<file path="src/rtl/pacote_registradores.sv">
// Shared command codes and multiply FSM states for the X/Y/Z register datapath.
package pacote_registradores;

  localparam logic [3:0] CMD_CLEAR  = 4'd0;
  localparam logic [3:0] CMD_LOAD   = 4'd1;
  localparam logic [3:0] CMD_HOLD   = 4'd2;
  localparam logic [3:0] CMD_SHIFTR = 4'd3;
  localparam logic [3:0] CMD_SHIFTL = 4'd4;
  localparam logic [3:0] CMD_SUB    = 4'd5;
  localparam logic [3:0] CMD_MULT   = 4'd6;

  typedef enum logic {
    OCIOSO,
    MULTIPLICANDO
  } estado_t;

endpackage

</file>
<file path="src/rtl/multiplicador_serial.sv">
// Serial unsigned shift-add multiplier: one partial product per cycle, WIDTH cycles per product.
module multiplicador_serial
  import pacote_registradores::*;
#(
  parameter int WIDTH = 4
) (
  input  logic               clock,
  input  logic               reset_n,
  input  logic               inicio,
  input  logic [WIDTH-1:0]   multiplicand,
  input  logic [WIDTH-1:0]   multiplier,
  output logic [2*WIDTH-1:0] produto,
  output logic               ocupado,
  output logic               pronto,
  output logic               concluindo
);

  localparam int CW = $clog2(WIDTH + 1);

  estado_t              estado, estado_prox;
  logic [WIDTH-1:0]     mcand, mplier, mplier_passo;
  logic [2*WIDTH-1:0]   prod, prod_passo;
  logic [CW-1:0]        contador;
  logic [WIDTH:0]       soma;
  logic [3*WIDTH-1:0]   desloc;

  // One shift-add step; the top samples produto on the final step, so it is the step result.
  always_comb begin
    // NOTE: every always_comb output gets a default first so no path infers a latch.
    estado_prox = estado;
    concluindo  = 1'b0;
    soma        = {1'b0, prod[2*WIDTH-1:WIDTH]} + (mplier[0] ? {1'b0, mcand} : '0);
    desloc      = {soma, prod[WIDTH-1:0], mplier[WIDTH-1:1]};
    prod_passo  = desloc[3*WIDTH-1:WIDTH];
    mplier_passo = desloc[WIDTH-1:0];
    case (estado)
      OCIOSO:        if (inicio) estado_prox = MULTIPLICANDO;
      MULTIPLICANDO: if (contador == CW'(1)) begin
        estado_prox = OCIOSO;
        concluindo  = 1'b1;
      end
      default:       estado_prox = OCIOSO;
    endcase
  end

  assign produto = prod_passo;
  assign ocupado = (estado == MULTIPLICANDO);

  // NOTE: sequential state uses non-blocking assignments so every register sees pre-edge values.
  always_ff @(posedge clock or negedge reset_n) begin
    if (!reset_n) begin
      estado   <= OCIOSO;
      pronto   <= 1'b0;
      mcand    <= '0;
      mplier   <= '0;
      prod     <= '0;
      contador <= '0;
    end else begin
      estado <= estado_prox;
      pronto <= concluindo;
      if (estado == OCIOSO && inicio) begin
        mcand    <= multiplicand;
        mplier   <= multiplier;
        prod     <= '0;
        contador <= CW'(WIDTH);
      end else if (estado == MULTIPLICANDO) begin
        prod     <= prod_passo;
        mplier   <= mplier_passo;
        contador <= contador - CW'(1);
      end
    end
  end

endmodule

</file>
<file path="src/rtl/registradores_xyz.sv">
// X/Y/Z register datapath: X loads/shifts, Y accumulates (add/sub/shift/multiply), Z latches Y.
module registradores_xyz
  import pacote_registradores::*;
#(
  parameter int WIDTH = 4
) (
  input  logic             clock,
  input  logic             reset_n,
  input  logic [WIDTH-1:0] entrada,
  input  logic [3:0]       tx,
  input  logic [3:0]       ty,
  input  logic [3:0]       tz,
  output logic [WIDTH-1:0] barramentodados,
  output logic [WIDTH-1:0] acumulador,
  output logic [WIDTH-1:0] saida,
  output logic             carry,
  output logic             zero,
  output logic             ocupado,
  output logic             pronto
);

  logic [WIDTH-1:0]   x_prox, y_prox, z_prox;
  logic               carry_prox, inicio, concluindo;
  logic [WIDTH:0]     soma, diferenca;
  logic [2*WIDTH-1:0] produto;

  assign inicio = (ty == CMD_MULT) && !ocupado;

  multiplicador_serial #(.WIDTH(WIDTH)) u_mult (
    .clock        (clock),
    .reset_n      (reset_n),
    .inicio       (inicio),
    .multiplicand (barramentodados),
    .multiplier   (acumulador),
    .produto      (produto),
    .ocupado      (ocupado),
    .pronto       (pronto),
    .concluindo   (concluindo)
  );

  assign soma      = {1'b0, acumulador} + {1'b0, barramentodados};
  assign diferenca = {1'b0, acumulador} - {1'b0, barramentodados};

  always_comb begin
    x_prox     = barramentodados;
    y_prox     = acumulador;
    z_prox     = saida;
    carry_prox = carry;
    if (concluindo) begin
      y_prox     = produto[WIDTH-1:0];
      carry_prox = |produto[2*WIDTH-1:WIDTH];
    end else if (!ocupado) begin
      case (tx)
        CMD_CLEAR:  x_prox = '0;
        CMD_LOAD:   x_prox = entrada;
        CMD_SHIFTR: x_prox = barramentodados >> 1;
        CMD_SHIFTL: x_prox = barramentodados << 1;
        default:    x_prox = barramentodados;
      endcase
      case (ty)
        CMD_CLEAR:  begin y_prox = '0;                       carry_prox = 1'b0;                  end
        CMD_LOAD:   begin y_prox = soma[WIDTH-1:0];          carry_prox = soma[WIDTH];           end
        CMD_SUB:    begin y_prox = diferenca[WIDTH-1:0];     carry_prox = diferenca[WIDTH];      end
        CMD_SHIFTR: begin y_prox = acumulador >> 1;          carry_prox = acumulador[0];         end
        CMD_SHIFTL: begin y_prox = acumulador << 1;          carry_prox = acumulador[WIDTH-1];   end
        default:    ;
      endcase
      case (tz)
        CMD_CLEAR: z_prox = '0;
        CMD_LOAD:  z_prox = acumulador;
        default:   z_prox = saida;
      endcase
    end
  end

  always_ff @(posedge clock or negedge reset_n) begin
    if (!reset_n) begin
      barramentodados <= '0;
      acumulador      <= '0;
      saida           <= '0;
      carry           <= 1'b0;
    end else begin
      barramentodados <= x_prox;
      acumulador      <= y_prox;
      saida           <= z_prox;
      carry           <= carry_prox;
    end
  end

  assign zero = (acumulador == '0);

endmodule

</file>
<file path="config.mk">
export PLATFORM = sky130hd
export DESIGN_NAME = registradores_xyz
export DESIGN_NICKNAME = d
export VERILOG_FILES = /design/src/rtl/pacote_registradores.sv /design/src/rtl/multiplicador_serial.sv /design/src/rtl/registradores_xyz.sv
export SDC_FILE = /design/constraint.sdc
export NUM_CORES = 1
export LEC_CHECK = 0
export CORE_ASPECT_RATIO = 1.1
export CORE_UTILIZATION = 54
export DETAILED_ROUTE_END_ITERATION = 10
export PLACE_DENSITY = 0.8
export RECOVER_POWER = 50
export SLEW_MARGIN = 20
export SYNTH_ARGS = -nofsm -noshare
export SYNTH_HDL_FRONTEND = slang
export SYNTH_SLANG_ARGS = --single-unit
export TNS_END_PERCENT = 100
</file>
<file path="constraint.sdc">
create_clock -name clock -period 2.9 [get_ports clock]
set_clock_uncertainty 0.2 [all_clocks]
set_input_delay 0.29 -clock clock [delete_from_list [all_inputs] [get_ports clock]]
set_output_delay 0.29 -clock clock [all_outputs]
set_load 0.1 [all_outputs]
</file>
* Yosys cells after proc, flatten, opt, wreduce, memory -nomap -nowiden
Cells that the tools add are included.
Storage, ports and cells: flip-flop bits (word level) 34, logic and storage cells 62, output and inout port bits 16
Cells by class: equal/unequal tests 11, bitwise operators 2, multiplexer cells 20, $add $sub $neg 4, reductions and logical operators 15
Operator list (count):
- 4-bit two-way mux | 5
- 4-bit one-hot mux with 5 select lines | 1
- 4-bit by 3-bit equality test with 1-bit output (second input constant) | 4
- 4-bit zero test | 4
- 8-bit two-way mux | 2
- 4-bit one-hot mux with 4 select lines | 1
- 4-bit by 1-bit equality test with 1-bit output (second input constant) | 3
- 4-bit by 2-bit equality test with 1-bit output (second input constant) | 2
- 4-bit one-hot mux with 2 select lines | 1
- 1-bit two-way mux | 6
- 3-bit two-way mux | 2
- 3-bit AND reduction | 2
- 6-bit nonzero test | 1
- 4-bit by 4-bit adder with 5-bit output | 1
- 4-bit by 5-bit adder with 5-bit output | 1
- 1-bit one-hot mux with 5 select lines | 1
- 4-bit by 4-bit subtractor with 5-bit output | 1
- 2-bit nonzero test | 2
- 4-bit nonzero test | 1
- 4-bit OR reduction | 1
- 3-bit by 1-bit equality test with 1-bit output (second input constant) | 1
- 3-bit by 1-bit subtractor with 3-bit output (second input constant) | 1
- 1-bit logical AND | 2
- 2-bit by 1-bit != test with 1-bit output (second input constant) | 1
- 4 further kinds | 5

* Longest topological paths before layout
word-level depth 5, depth in mapped cells 8, mapped depth without buffers 8

* Cells and area by module
From an unflattened synthesis, not the netlist that was laid out.
Unflattened totals: cells, all modules 219, area, all modules 2170.8 um^2
By module, submodules not included:
- registradores_xyz | seq. area each 325.3 um^2, instances 1, area each 1141.1 um^2, cells each 126
- multiplicador_serial | seq. area each 525.5 um^2, instances 1, area each 1029.7 um^2, cells each 93

* Least setup slack after synthesis
No wires, ideal clock.
kind register to output, start point register acumulador[2], end point output port zero, setup slack -1445 ps, stages on the path, launching flop included 2, required time 2410 ps, arrival 3855 ps, cells stage by stage dfrtp_1 nor4_1
Between the ends: longest elaborated chain between the ends 1
RTL lines:
- start, declared | line registradores_xyz.sv:14 | output logic [WIDTH-1:0] acumulador,
- start signal, assigned | line registradores_xyz.sv:84 | acumulador <= y_prox;
- 4-bit zero test | line registradores_xyz.sv:90 | assign zero = (acumulador == '0);
- end, declared | line registradores_xyz.sv:17 | output logic zero,
No other way between the ends.

* Worst setup path in the final report
start point register acumulador[0], end point register acumulador[2]
Between the ends: longest elaborated chain between the ends 4, elaborated cells on any way between the ends 5, classes of those cells add/sub (2); mux (3)
RTL lines:
- 4-bit by 4-bit subtractor with 5-bit output / 4-bit by 4-bit adder with 5-bit output (equally long branches) | line registradores_xyz.sv:42, registradores_xyz.sv:41
- 4-bit one-hot mux with 5 select lines * | line registradores_xyz.sv:60 | case (ty)
- 4-bit two-way mux * | line registradores_xyz.sv:52 | end else if (!ocupado) begin
- 4-bit two-way mux * | line registradores_xyz.sv:49 | if (concluindo) begin
Mark *: on every way between the ends. The rest lies on a longest branch, timed or not. The select of a mux whose other input is x is not followed. A chain may end at the register's enable or synchronous reset.

==> tab_implementation.tex <==
\begin{tabular}{lr}
\hline
Metric & Value \\
\hline
\multicolumn{2}{l}{\textbf{Floorplanning}} \\
Floorplan core area & 3740 µm² \\
Die Outline Area & 4260 µm² \\
Starting density of the core & 57.8\% \\
Boundary pin count & 34 \\
Overall die width & 62.4 µm \\
Die Y & 68.4 µm \\
Row count & 23 \\
\multicolumn{2}{l}{\textbf{Synthesis}} \\
Post-synthesis sequential element count & 34 \\
Number of different library cells in the post-synthesis netlist & 49 \\
Synth Instances & 236 \\
Yosys warnings & 0 \\
Synth Cell Area & 2160 µm² \\
Synthesized area per cell & 9.17 µm² \\
Leading register cell type out of synthesis & sky130\_fd\_sc\_hd\_\_dfrtp\_1 \\
Sequential area share after synthesis & 39.3\% \\
Post-Syn Nets & 271 \\
Fraction of registers with async set or reset after synthesis & 100\% \\
Post-synth EDFFs & 0 \\
\multicolumn{2}{l}{\textbf{Setup path}} \\
Arrival @ worst endpoint & 2430 ps \\
Required @ worst endpoint & 2930 ps \\
Sequence of cells on the critical path & inv\_1, ha\_1, fa\_1, nor2b\_1, o21ai\_0, o211ai\_1, a2111oi\_0, or3\_1 \\
Crit end category & flip-flop \\
Highest fanout seen on the critical path & 8 \\
CP max-delay cell & sky130\_fd\_sc\_hd\_\_dfrtp\_1 \\
CP Launch Type & flip-flop \\
Slowest stage delay, CP & 540 ps \\
Worst setup slack for register-to-register paths & 500 ps \\
Critical setup path kind & reg2reg \\
\multicolumn{2}{l}{\textbf{Global route}} \\
Initial antenna violation count & 0 \\
Most crowded layer after global routing & met2 \\
Global-route wire length before repair & 8380 µm \\
GRT Resource Usage Total & 25.7\% \\
Maximum number of pins on one net before global-route repair & 40 \\
Met3 Resource Use GR & 6.50\% \\
Aggregate global routing overflow & 0 \\
Number of global-route vias before repair & 1,742 \\
Global-route met1 utilization & 31.7\% \\
M2 GR Usage & 43.4\% \\
\multicolumn{2}{l}{\textbf{Timing}} \\
Final min period & 2400 ps \\
RSZ-0062 raised after global routing & no \\
Setup Viol. Count Final & 0 \\
WHS & 265 ps \\
Setup TNS & 0 ps \\
Slew at the pin closest to its max-slew limit & 1820 ps \\
Maximum clock frequency & 417 MHz \\
Final hold violations & 0 \\
Tightest slew margin relative to the limit & -21.7\% \\
Period utilisation layout & 82.7\% \\
Pins Over Slew Limit & 35 \\
Post-layout worst setup margin & 501 ps \\
\multicolumn{2}{l}{\textbf{Cells and area}} \\
Number of nets in the finished design & 306 \\
Commonest non-fill, non-tap cell in the layout & sky130\_fd\_sc\_hd\_\_nand2\_1 \\
Synthesis-to-layout area growth & 21.3\% \\
Util after Layout & 70.2\% \\
Layout cells sized above 1 & 12.9\% \\
N\_diodes & 0 \\
Leading cell types in the layout, fill and taps excluded & sky130\_fd\_sc\_hd\_\_nand2\_1, sky130\_fd\_sc\_hd\_\_dfrtp\_1, sky130\_fd\_sc\_hd\_\_o21ai\_0, sky130\_fd\_sc\_hd\_\_clkdlybuf4s50\_1, sky130\_fd\_sc\_hd\_\_buf\_4 \\
\multicolumn{2}{l}{\textbf{Place}} \\
IO buf count & 33 \\
HPWL Detailed & 3540 µm \\
Gp weighted congestion & 0.859 \\
Pre-CTS setup slack & 502 ps \\
\multicolumn{2}{l}{\textbf{Power}} \\
Power per cell area & 886 nW/µm² \\
Leakage dissipation & 1.21 nW \\
Overall Power & 0.00232 W \\
Worst voltage drop across the vdd grid & 0.000460 V \\
\multicolumn{2}{l}{\textbf{Clocking}} \\
Maximum clock insertion buffer count & 2 \\
Total of cells resized after clock tree synthesis & 0 \\
CTS tree & built \\
Number of hold buffers added after cts & 0 \\
Total CTS buffers & 5 \\
\# clock sinks & 34 \\
Worst-skew pair later-pin latency & 290 ps \\
\# Post-CTS Setup Buffers & 0 \\
CTS H-tree lvls & 2 \\
Clock-pin slew on the worst setup and hold paths & 70 ps \\
CTS root buffer & sky130\_fd\_sc\_hd\_\_clkbuf\_8 \\
\multicolumn{2}{l}{\textbf{Outcome}} \\
Violated checks & capacitance limit, slew limit \\
Result of the run & complete, but fails checks \\
\multicolumn{2}{l}{\textbf{Hold path}} \\
Hold/Removal Path Class & reg2reg \\
\multicolumn{2}{l}{\textbf{Detailed routing}} \\
Routed wire length & 4960 µm \\
Count of vias placed by the detailed router & 1,845 \\
Number of DRC markers in iteration 0 & 116 \\
Per-cell routed wire length & 15.4 µm \\
Number of antenna-violating nets in the routed design & 0 \\
Drt via density & 5.73 \\
Router iterations before antenna repair & 4 \\
DRC errors left & 0 \\
\multicolumn{2}{l}{\textbf{Run}} \\
Max-capacitance violation count & 1 \\
\hline
\end{tabular}
registers in the layout (all words and copies together) (netlist names):
register         count
u_mult.mplier        4
u_mult.mcand         4
saida                4
carry                1
u_mult.prod          8
u_mult.ocupado       1
u_mult.pronto        1
acumulador           4
u_mult.contador      3
barramentodados      4
metal layers:
layer  vias up  routed length [µm]
met5         -                   0
met4         0                  72
met3         6                 260
met2        65                2410
met1       874                2210
li1        900                   -
path summary, 6_finish.rpt:
kind / startpoint / end / cells after the start
hold reg to reg: saida[3] / saida[3] / 2
hold / removal: saida[3] / saida[3] / 2
setup / recovery: acumulador[0] / acumulador[2] / 8
max in group asynchronous: reset_n / u_mult.prod[7] / 2
setup reg to reg: acumulador[0] / acumulador[2] / 8
min in group asynchronous: reset_n / saida[2] / 2
kinds of logic after synthesis:
kind of cell               count (synthesis)  synth area share (%)
adders and majority gates                 17                  10.9
xor gates and xnor gates                   4                  1.62
buffers and inverters                     20                  4.45
muxes                                     14                  6.88
AOI/OAI and AO/OA                         50                  14.8
and+or+nand+nor                           97                  22.0
DFF                                       34                  39.3
final cells by class:
cell class                      instances  area (µm²)
Multi-Input combinational cell        182        1230
Fill cell                             314        1120
Sequential cell                        34         851
Timing Repair Buffer                   39         309
Clock buffer                            5        68.8
Clock inverter                          3        68.8
Tap cell                               50        62.6
Inverter                                9        33.8
stage by stage:
| stage | cells | instance area, µm² |
|---|---|---|
| final | 322 | 2630 |
| after global routing | 322 | 2630 |
| after CTS | 322 | 2650 |
| after detailed placement | 314 | 2510 |
| after global placement | 314 | 2510 |
| after floorplan | 236 | 2180 |
cell usage after synthesis (2+ instances only):
library cell	instances	share of area, %
sky130_fd_sc_hd__ha_1	14	8.1
sky130_fd_sc_hd__a21o_1	2	0.69
sky130_fd_sc_hd__fa_1	3	2.8
sky130_fd_sc_hd__and2_1	4	1.2
sky130_fd_sc_hd__xnor2_1	2	0.81
sky130_fd_sc_hd__nor2b_1	6	1.7
sky130_fd_sc_hd__buf_2	5	1.2
sky130_fd_sc_hd__xor2_1	2	0.81
sky130_fd_sc_hd__o21ai_0	19	4.4
sky130_fd_sc_hd__nand3_1	9	2.1
sky130_fd_sc_hd__mux2i_1	7	3.2
sky130_fd_sc_hd__nor2_1	12	2.1
sky130_fd_sc_hd__nor3_1	5	1.2
sky130_fd_sc_hd__nand4_1	2	0.58
sky130_fd_sc_hd__o22ai_1	2	0.58
sky130_fd_sc_hd__clkbuf_1	4	0.69
sky130_fd_sc_hd__a211oi_1	2	0.69
sky130_fd_sc_hd__inv_1	9	1.6
sky130_fd_sc_hd__a21oi_1	7	1.6
sky130_fd_sc_hd__mux2_2	7	3.6
sky130_fd_sc_hd__nand2_1	44	7.6
sky130_fd_sc_hd__buf_6	2	1.0
sky130_fd_sc_hd__o41ai_1	2	0.81
sky130_fd_sc_hd__nor4_1	2	0.58
sky130_fd_sc_hd__dfrtp_1	34	39
sky130_fd_sc_hd__nand2b_1	3	0.87
sky130_fd_sc_hd__a22oi_1	4	1.4
critical path, delay by kind of cell (launching register included):
kind | cells | cell delay, ps
buf+inv | 1 | 110
flops | 1 | 540
simple gates | 2 | 300
fa+ha+maj | 2 | 590
compound gates | 3 | 610
power by group:
group,internal (W),switching (W),total (W)
clock,0.000344,0.000186,0.000530
sequential,0.000567,0.0000744,0.000641
combinational,0.000305,0.000849,0.00115
No activity file was read; power rests on OpenSTA's default activity.
